File: config.mk
export PLATFORM = sky130hd
export DESIGN_NAME = pipe_hazard_ctrl
export DESIGN_NICKNAME = d
export VERILOG_FILES = /design/src/rtl/pipe_hazard_ctrl_pkg.sv /design/src/rtl/pipe_hazard_ctrl_mem_wait_timer.sv /design/src/rtl/pipe_hazard_ctrl.sv
export SDC_FILE = /design/constraint.sdc
export NUM_CORES = 1
export LEC_CHECK = 0
export CORE_MARGIN = 2
export CORE_UTILIZATION = 48
export DETAILED_ROUTE_END_ITERATION = 6
export PLACE_DENSITY = 0.86
export SLEW_MARGIN = 20
export SYNTH_ARGS = -nofsm -noshare
export SYNTH_HDL_FRONTEND = slang
export SYNTH_SLANG_ARGS = --single-unit
File: constraint.sdc
create_clock -name clk -period 3.6 [get_ports clk]
set_clock_uncertainty 0.05 [all_clocks]
set_input_delay 0.9 -clock clk [delete_from_list [all_inputs] [get_ports clk]]
set_output_delay 0.9 -clock clk [all_outputs]
set_load 0.02 [all_outputs]
File: src/rtl/pipe_hazard_ctrl_pkg.sv
// pipe_hazard_ctrl_pkg: shared opcodes, stall bit indices and FSM encodings for the hazard controller
package pipe_hazard_ctrl_pkg;
  localparam logic [3:0] EXE_LW_OP = 4'b1000;
  localparam int STALL_PC = 0;
  localparam int STALL_IFID = 1;
  localparam int STALL_IDEX = 2;
  localparam int STALL_EXMEM = 3;
  localparam int STALL_MEMWB = 4;
  localparam logic [4:0] STALL_ALL = 5'b11111;
  localparam logic [4:0] STALL_MEM = 5'b01111;
  localparam logic [4:0] STALL_LU = 5'b00011;
  typedef enum logic [1:0] {
    CTRL_RUN = 2'd0,
    CTRL_MEM_WAIT = 2'd1,
    CTRL_ERR = 2'd2
  } ctrl_state_e;
endpackage

File: src/rtl/pipe_hazard_ctrl_mem_wait_timer.sv
// mem_wait_timer: counts consecutive unacked data-memory cycles and flags the one that exceeds WAIT_MAX
module mem_wait_timer #(
  parameter int WAIT_MAX = 16
) (
  input  logic clk,
  input  logic rst,
  input  logic start,
  input  logic clear,
  output logic expired
);
  localparam int W = $clog2(WAIT_MAX + 1);
  localparam logic [W-1:0] MAX = W'(WAIT_MAX);
  logic [W-1:0] r_wait_cnt;
  always_ff @(posedge clk)
    r_wait_cnt <= (rst || clear) ? '0 :
                  (start && r_wait_cnt != MAX) ? r_wait_cnt + 1'b1 : r_wait_cnt;
  assign expired = start & (r_wait_cnt == MAX);
endmodule

File: src/rtl/pipe_hazard_ctrl.sv
// pipe_hazard_ctrl: load-use, memory wait-state and jump-flush control for the five-stage pipeline
module pipe_hazard_ctrl
  import pipe_hazard_ctrl_pkg::*;
#(
  parameter int WAIT_MAX = 16,
  parameter int CNT_W = 16
) (
  input  logic             clk,
  input  logic             rst,
  input  logic             id_reg1_read,
  input  logic             id_reg2_read,
  input  logic [4:0]       id_reg1_addr,
  input  logic [4:0]       id_reg2_addr,
  input  logic             id_jump,
  input  logic [3:0]       ex_aluop,
  input  logic             ex_wreg,
  input  logic [4:0]       ex_wd,
  input  logic             dmem_req,
  input  logic             dmem_ack,
  output logic [4:0]       stall,
  output logic             bubble_idex,
  output logic             bubble_memwb,
  output logic             flush_ifid,
  output logic             jump_take,
  output logic             err,
  output logic [CNT_W-1:0] stall_cnt
);
  ctrl_state_e r_state, w_next;
  logic w_err_st, w_mem_hold, w_load_use, w_expired, w_free;
  logic [CNT_W-1:0] r_stall_cnt;
  assign w_err_st = (r_state == CTRL_ERR);
  assign w_mem_hold = dmem_req & ~dmem_ack & ~w_err_st;
  assign w_load_use = (ex_aluop == EXE_LW_OP) & ex_wreg & (ex_wd != 5'd0) &
                      ((id_reg1_read & (id_reg1_addr == ex_wd)) |
                       (id_reg2_read & (id_reg2_addr == ex_wd)));
  assign w_free = ~rst & ~w_err_st & ~w_mem_hold;
  mem_wait_timer #(.WAIT_MAX(WAIT_MAX)) u_timer (
    .clk(clk),
    .rst(rst),
    .start(w_mem_hold),
    .clear(~w_mem_hold),
    .expired(w_expired)
  );
  always_ff @(posedge clk)
    r_state <= rst ? CTRL_RUN : w_next;
  always_comb begin
    w_next = r_state;
    case (r_state)
      CTRL_RUN:      w_next = w_mem_hold ? CTRL_MEM_WAIT : CTRL_RUN;
      CTRL_MEM_WAIT: w_next = !w_mem_hold ? CTRL_RUN : w_expired ? CTRL_ERR : CTRL_MEM_WAIT;
      default:       w_next = CTRL_ERR;
    endcase
  end
  // rst forces every control low, even before the reset edge lands
  always_comb begin
    stall = rst ? 5'b0 : w_err_st ? STALL_ALL : w_mem_hold ? STALL_MEM :
            w_load_use ? STALL_LU : 5'b0;
    bubble_memwb = ~rst & w_mem_hold;
    bubble_idex = w_free & w_load_use;
    jump_take = w_free & ~w_load_use & id_jump;
    flush_ifid = w_free & ~w_load_use & id_jump;
    err = ~rst & w_err_st;
    stall_cnt = rst ? '0 : r_stall_cnt;
  end
  always_ff @(posedge clk)
    r_stall_cnt <= rst ? '0 :
                   (stall[STALL_PC] && r_stall_cnt != '1) ? r_stall_cnt + 1'b1 : r_stall_cnt;
endmodule

==> impl_table.tex <==
\begin{tabular}{lr}
\hline
Metric & Value \\
\hline
\multicolumn{2}{l}{\textbf{Power and ir drop}} \\
Comb pwr share & 18.6\% \\
Internal power component & 348 uW \\
Leakage power summed over all cells & 0.743 nW \\
Fraction of power consumed by sequential logic & 55.9\% \\
Pwr dens & 231 nW/um2 \\
VDD IR-drop max & 0.130 mV \\
Clock group share of total power & 25.4\% \\
Total net switching power & 114 uW \\
Switching power as a share of total power & 24.7\% \\
Total Power & 462 uW \\
\multicolumn{2}{l}{\textbf{Global routing}} \\
Met3 routing resource usage after global routing & 5.27\% \\
Met1 track utilization from global routing & 22.6\% \\
Grt total ovfl & 0 \\
Initial antenna violation count & 0 \\
Aggregate global-route resource usage & 21.8\% \\
Most crowded layer after global routing & met2 \\
Wire length of the first global-routing pass & 5.88 mm \\
Vias in the first global route & 1,422 \\
Pin count of the biggest net entering global routing & 30 \\
GR Util met2 & 42.1\% \\
\multicolumn{2}{l}{\textbf{Worst hold path}} \\
Kind of path behind the tightest hold check & reg -> reg \\
\multicolumn{2}{l}{\textbf{Floorplan}} \\
Vert. Die Dim & 58.8 um \\
Floorplan die area & 3450 um2 \\
DIE WIDTH & 58.8 um \\
IO Count & 53 \\
Core footprint & 2810 um2 \\
Initial Utilization & 51.3\% \\
Number of rows in the core area & 19 \\
\multicolumn{2}{l}{\textbf{Clock network}} \\
Number of clock sinks & 23 \\
Post-CTS Setup Bufs & 0 \\
Total number of H-tree levels & 1 \\
Buffer cell driving the clock tree root & sky130\_fd\_sc\_hd\_\_clkbuf\_4 \\
Hold-fix buffer count after cts & 0 \\
CTS Buffer Depth & 2 \\
Number of CTS-inserted buffers & 3 \\
Clock network latency to the later pin of the worst-skew pair & 300 ps \\
TritonCTS clock tree & done \\
Post-CTS clock slew at the launch and capture registers of the worst setup and hold paths & 120 ps \\
\multicolumn{2}{l}{\textbf{Routing}} \\
Number of violations reported at the end of detailed-routing iteration 0 & 26 \\
Final WL & 3.75 mm \\
Drt pass-1 iters & 6 \\
Number of design rule violations left after detail routing & 9 \\
Vias per cell & 5.54 \\
Detail-routed net length per standard cell & 14.6 um \\
Routed Antenna Nets & 0 \\
Vias post-DR & 1,424 \\
\multicolumn{2}{l}{\textbf{Setup path}} \\
Cell breakdown of the critical path & clkdlybuf4s50\_1 > xnor2\_1 > nand4\_1 > o22ai\_4 > nand2\_1 > and3\_1 > dlygate4sd2\_1 \\
Maximum cell stage delay along the critical path & 560 ps \\
Combined buffer and inverter count along the critical path & 2 \\
Endpoint arrival time on the critical path & 2540 ps \\
CP Data Required Time & 2650 ps \\
Worst-path maximum fanout & 3 \\
Slowest cell on the critical path & sky130\_fd\_sc\_hd\_\_clkdlybuf4s50\_1 \\
Kind of critical path & in -> out \\
Top cell family by delay on the critical path & buffers and inverters \\
Crit. End Element & primary output \\
Critical path launch point type & input port \\
\multicolumn{2}{l}{\textbf{STA}} \\
Slew Viols, Final & 0 \\
RSZ-0062 raised after global routing & no \\
Count of endpoints failing hold in the final timing report & 0 \\
Slew at the pin with the worst max-slew slack & 457 ps \\
Ratio of final minimum period to clock period & 96.9\% \\
Achievable Freq & 0.287 GHz \\
Rel. slew slack & 69.3\% \\
Setup WS post-layout & 110 ps \\
Shortest period the worst path allows & 3490 ps \\
Setup TNS Final & 0 ps \\
Final setup viols & 0 \\
Minimum hold slack & 470 ps \\
\multicolumn{2}{l}{\textbf{Finish}} \\
Area grow syn2layout & 38.8\% \\
Count of filler cells inserted in the layout & 226 \\
Net total in the final layout & 257 \\
Final antenna diode count & 0 \\
Share of final-layout standard cells stronger than drive strength 1 & 8.85\% \\
Fraction of the core area covered by cells at the end of the flow & 71.2\% \\
Layout Cell Area excl Fill & 2000 um2 \\
Non-filler cells, final & 257 \\
\multicolumn{2}{l}{\textbf{Logic synthesis}} \\
Cell Area, Synth & 1440 um2 \\
Post-synthesis sequential element count & 23 \\
Warning count from the yosys run & 0 \\
Synthesized-area fraction occupied by and/or/nand/nor cells & 32.3\% \\
Commonest register cell after synthesis & sky130\_fd\_sc\_hd\_\_dfxtp\_1 \\
Synth area leaders & sky130\_fd\_sc\_hd\_\_dfxtp\_1 32\%, sky130\_fd\_sc\_hd\_\_nor2b\_1 7.0\%, sky130\_fd\_sc\_hd\_\_xnor2\_1 6.7\% \\
Fraction of the mapped netlist area in compound gates & 13.7\% \\
Share of synthesized registers carrying an async set or reset & 0\% \\
Share of the synthesized netlist area taken by xor and xnor gates & 9.13\% \\
Share of the yosys chip area belonging to registers & 32.0\% \\
Number of instances in the synthesized netlist & 173 \\
Adder-cell share of the synthesized area & 2.61\% \\
Multiplexer share of the synthesized area & 3.83\% \\
Portion of synthesized cell area occupied by the leading cell type & 32.0\% \\
Post-synthesis net count & 203 \\
Mean instance size in the synthesized netlist & 8.32 um2 \\
Distinct cells, synth & 40 \\
Number of synthesized flops with an enable pin & 0 \\
Library cell occupying the most area in the post-synthesis netlist & sky130\_fd\_sc\_hd\_\_dfxtp\_1 \\
Leading cell type by number of instances after synthesis & sky130\_fd\_sc\_hd\_\_dfxtp\_1 \\
Most frequent cells after synthesis & 23 x sky130\_fd\_sc\_hd\_\_dfxtp\_1, 17 x sky130\_fd\_sc\_hd\_\_nor2\_1, 16 x sky130\_fd\_sc\_hd\_\_nor2b\_1 \\
Dominant combinational cell family by area after synthesis & simple AND/OR/NAND/NOR gates \\
\multicolumn{2}{l}{\textbf{Placed design}} \\
Post-placement cell area & 1990 um2 \\
Number of port buffers & 52 \\
Placed Instances & 253 \\
Post-placement setup slack & -287 ps \\
HPWL after detailed placement & 3.03 mm \\
Routability congestion estimate from global placement & 0.808 \\
\multicolumn{2}{l}{\textbf{Run status}} \\
Result of the run & finished with violations \\
Violated checks & DRC \\
\multicolumn{2}{l}{\textbf{Job}} \\
Max-cap check violation count & 0 \\
\hline
\end{tabular}
## repair_timing
item                       in CTS  in global routing
setup endpoints to repair       5                  4
cloned                          0                  0
gates resized for setup         5                  9
## state kept, by name (all words and copies together) (netlist names)
register            count
u_timer.r_wait_cnt      5
r_stall_cnt            16
r_state                 2
## worst paths after layout
| check | startpoint | depth (start not counted) | slack [ps] | endpoint |
|---|---|---|---|---|
| setup / recovery | ex_wd[3] | 7 | 110 | flush_ifid |
| hold / removal | r_state[1]$_SDFF_PP0_ | 1 | 470 | r_state[0]$_SDFF_PP0_ |
| setup reg to reg | r_stall_cnt[0]$_SDFFE_PP0P_ | 8 | 1210 | r_stall_cnt[8]$_SDFFE_PP0P_ |
| hold reg to reg | r_state[1]$_SDFF_PP0_ | 1 | 470 | r_state[0]$_SDFF_PP0_ |
## power groups by stage
stage | combinational (mW) | clock (mW) | sequential [mW]
floorplan | 0.0407 | 0 | 0.263
global placement | 0.0848 | 0 | 0.264
detailed placement | 0.0880 | 0 | 0.264
CTS | 0.0869 | 0.122 | 0.258
global route | 0.0925 | 0.134 | 0.259
finish | 0.0861 | 0.117 | 0.258
## worst register-to-register path: stages, from the launching register on
cell                       delay [ps]
sky130_fd_sc_hd__dfxtp_1          420
sky130_fd_sc_hd__ha_1             220
sky130_fd_sc_hd__nand3_2          140
sky130_fd_sc_hd__nor4b_2          410
sky130_fd_sc_hd__nor3b_2           90
sky130_fd_sc_hd__a21oi_2          310
sky130_fd_sc_hd__buf_4            220
sky130_fd_sc_hd__nand2b_1         120
sky130_fd_sc_hd__mux2_1           320
## area by class of cell
type	count	area, um2	area share, %
Multi-Input combinational cell	133	887	44.4
Timing Repair Buffer	59	558	27.9
Sequential cell	23	460	23.1
Tap cell	31	38.8	1.94
Clock buffer	4	26.3	1.32
Inverter	7	26.3	1.32
## per-layer routing
metal,wire length (um),up-vias
met5,0,-
met4,28,0
li1,-,713
met1,1470,659
met3,314,4
met2,1930,48
## cell usage in the layout (no fill, tap or decap), types with 3 or more instances in the layout
master	n
sky130_fd_sc_hd__clkdlybuf4s50_1	46
sky130_fd_sc_hd__dfxtp_1	23
sky130_fd_sc_hd__nor2_1	17
sky130_fd_sc_hd__nor2b_1	16
sky130_fd_sc_hd__xnor2_1	11
sky130_fd_sc_hd__nand4_1	9
sky130_fd_sc_hd__o21ai_1	9
sky130_fd_sc_hd__nand2_1	8
sky130_fd_sc_hd__inv_1	7
sky130_fd_sc_hd__a21oi_1	7
sky130_fd_sc_hd__buf_4	7
sky130_fd_sc_hd__or3_1	6
sky130_fd_sc_hd__o31ai_1	5
sky130_fd_sc_hd__nand2b_1	4
sky130_fd_sc_hd__nor3_1	4
sky130_fd_sc_hd__and3_1	4
sky130_fd_sc_hd__nand3_1	4
sky130_fd_sc_hd__xor2_1	4
sky130_fd_sc_hd__mux2_1	4
sky130_fd_sc_hd__ha_1	3
sky130_fd_sc_hd__clkbuf_4	3
sky130_fd_sc_hd__clkbuf_2	3
## cell families after synthesis
family                   Yosys count
multiplexers                       5
flip-flops                        23
XOR/XNOR                          15
AND/OR/NAND/NOR                   81
buffers and inverters             17
adder cells (fa/ha/maj)            3
AO/OA/AOI/OAI                     29
No activity file was read; power rests on OpenSTA's default activity.
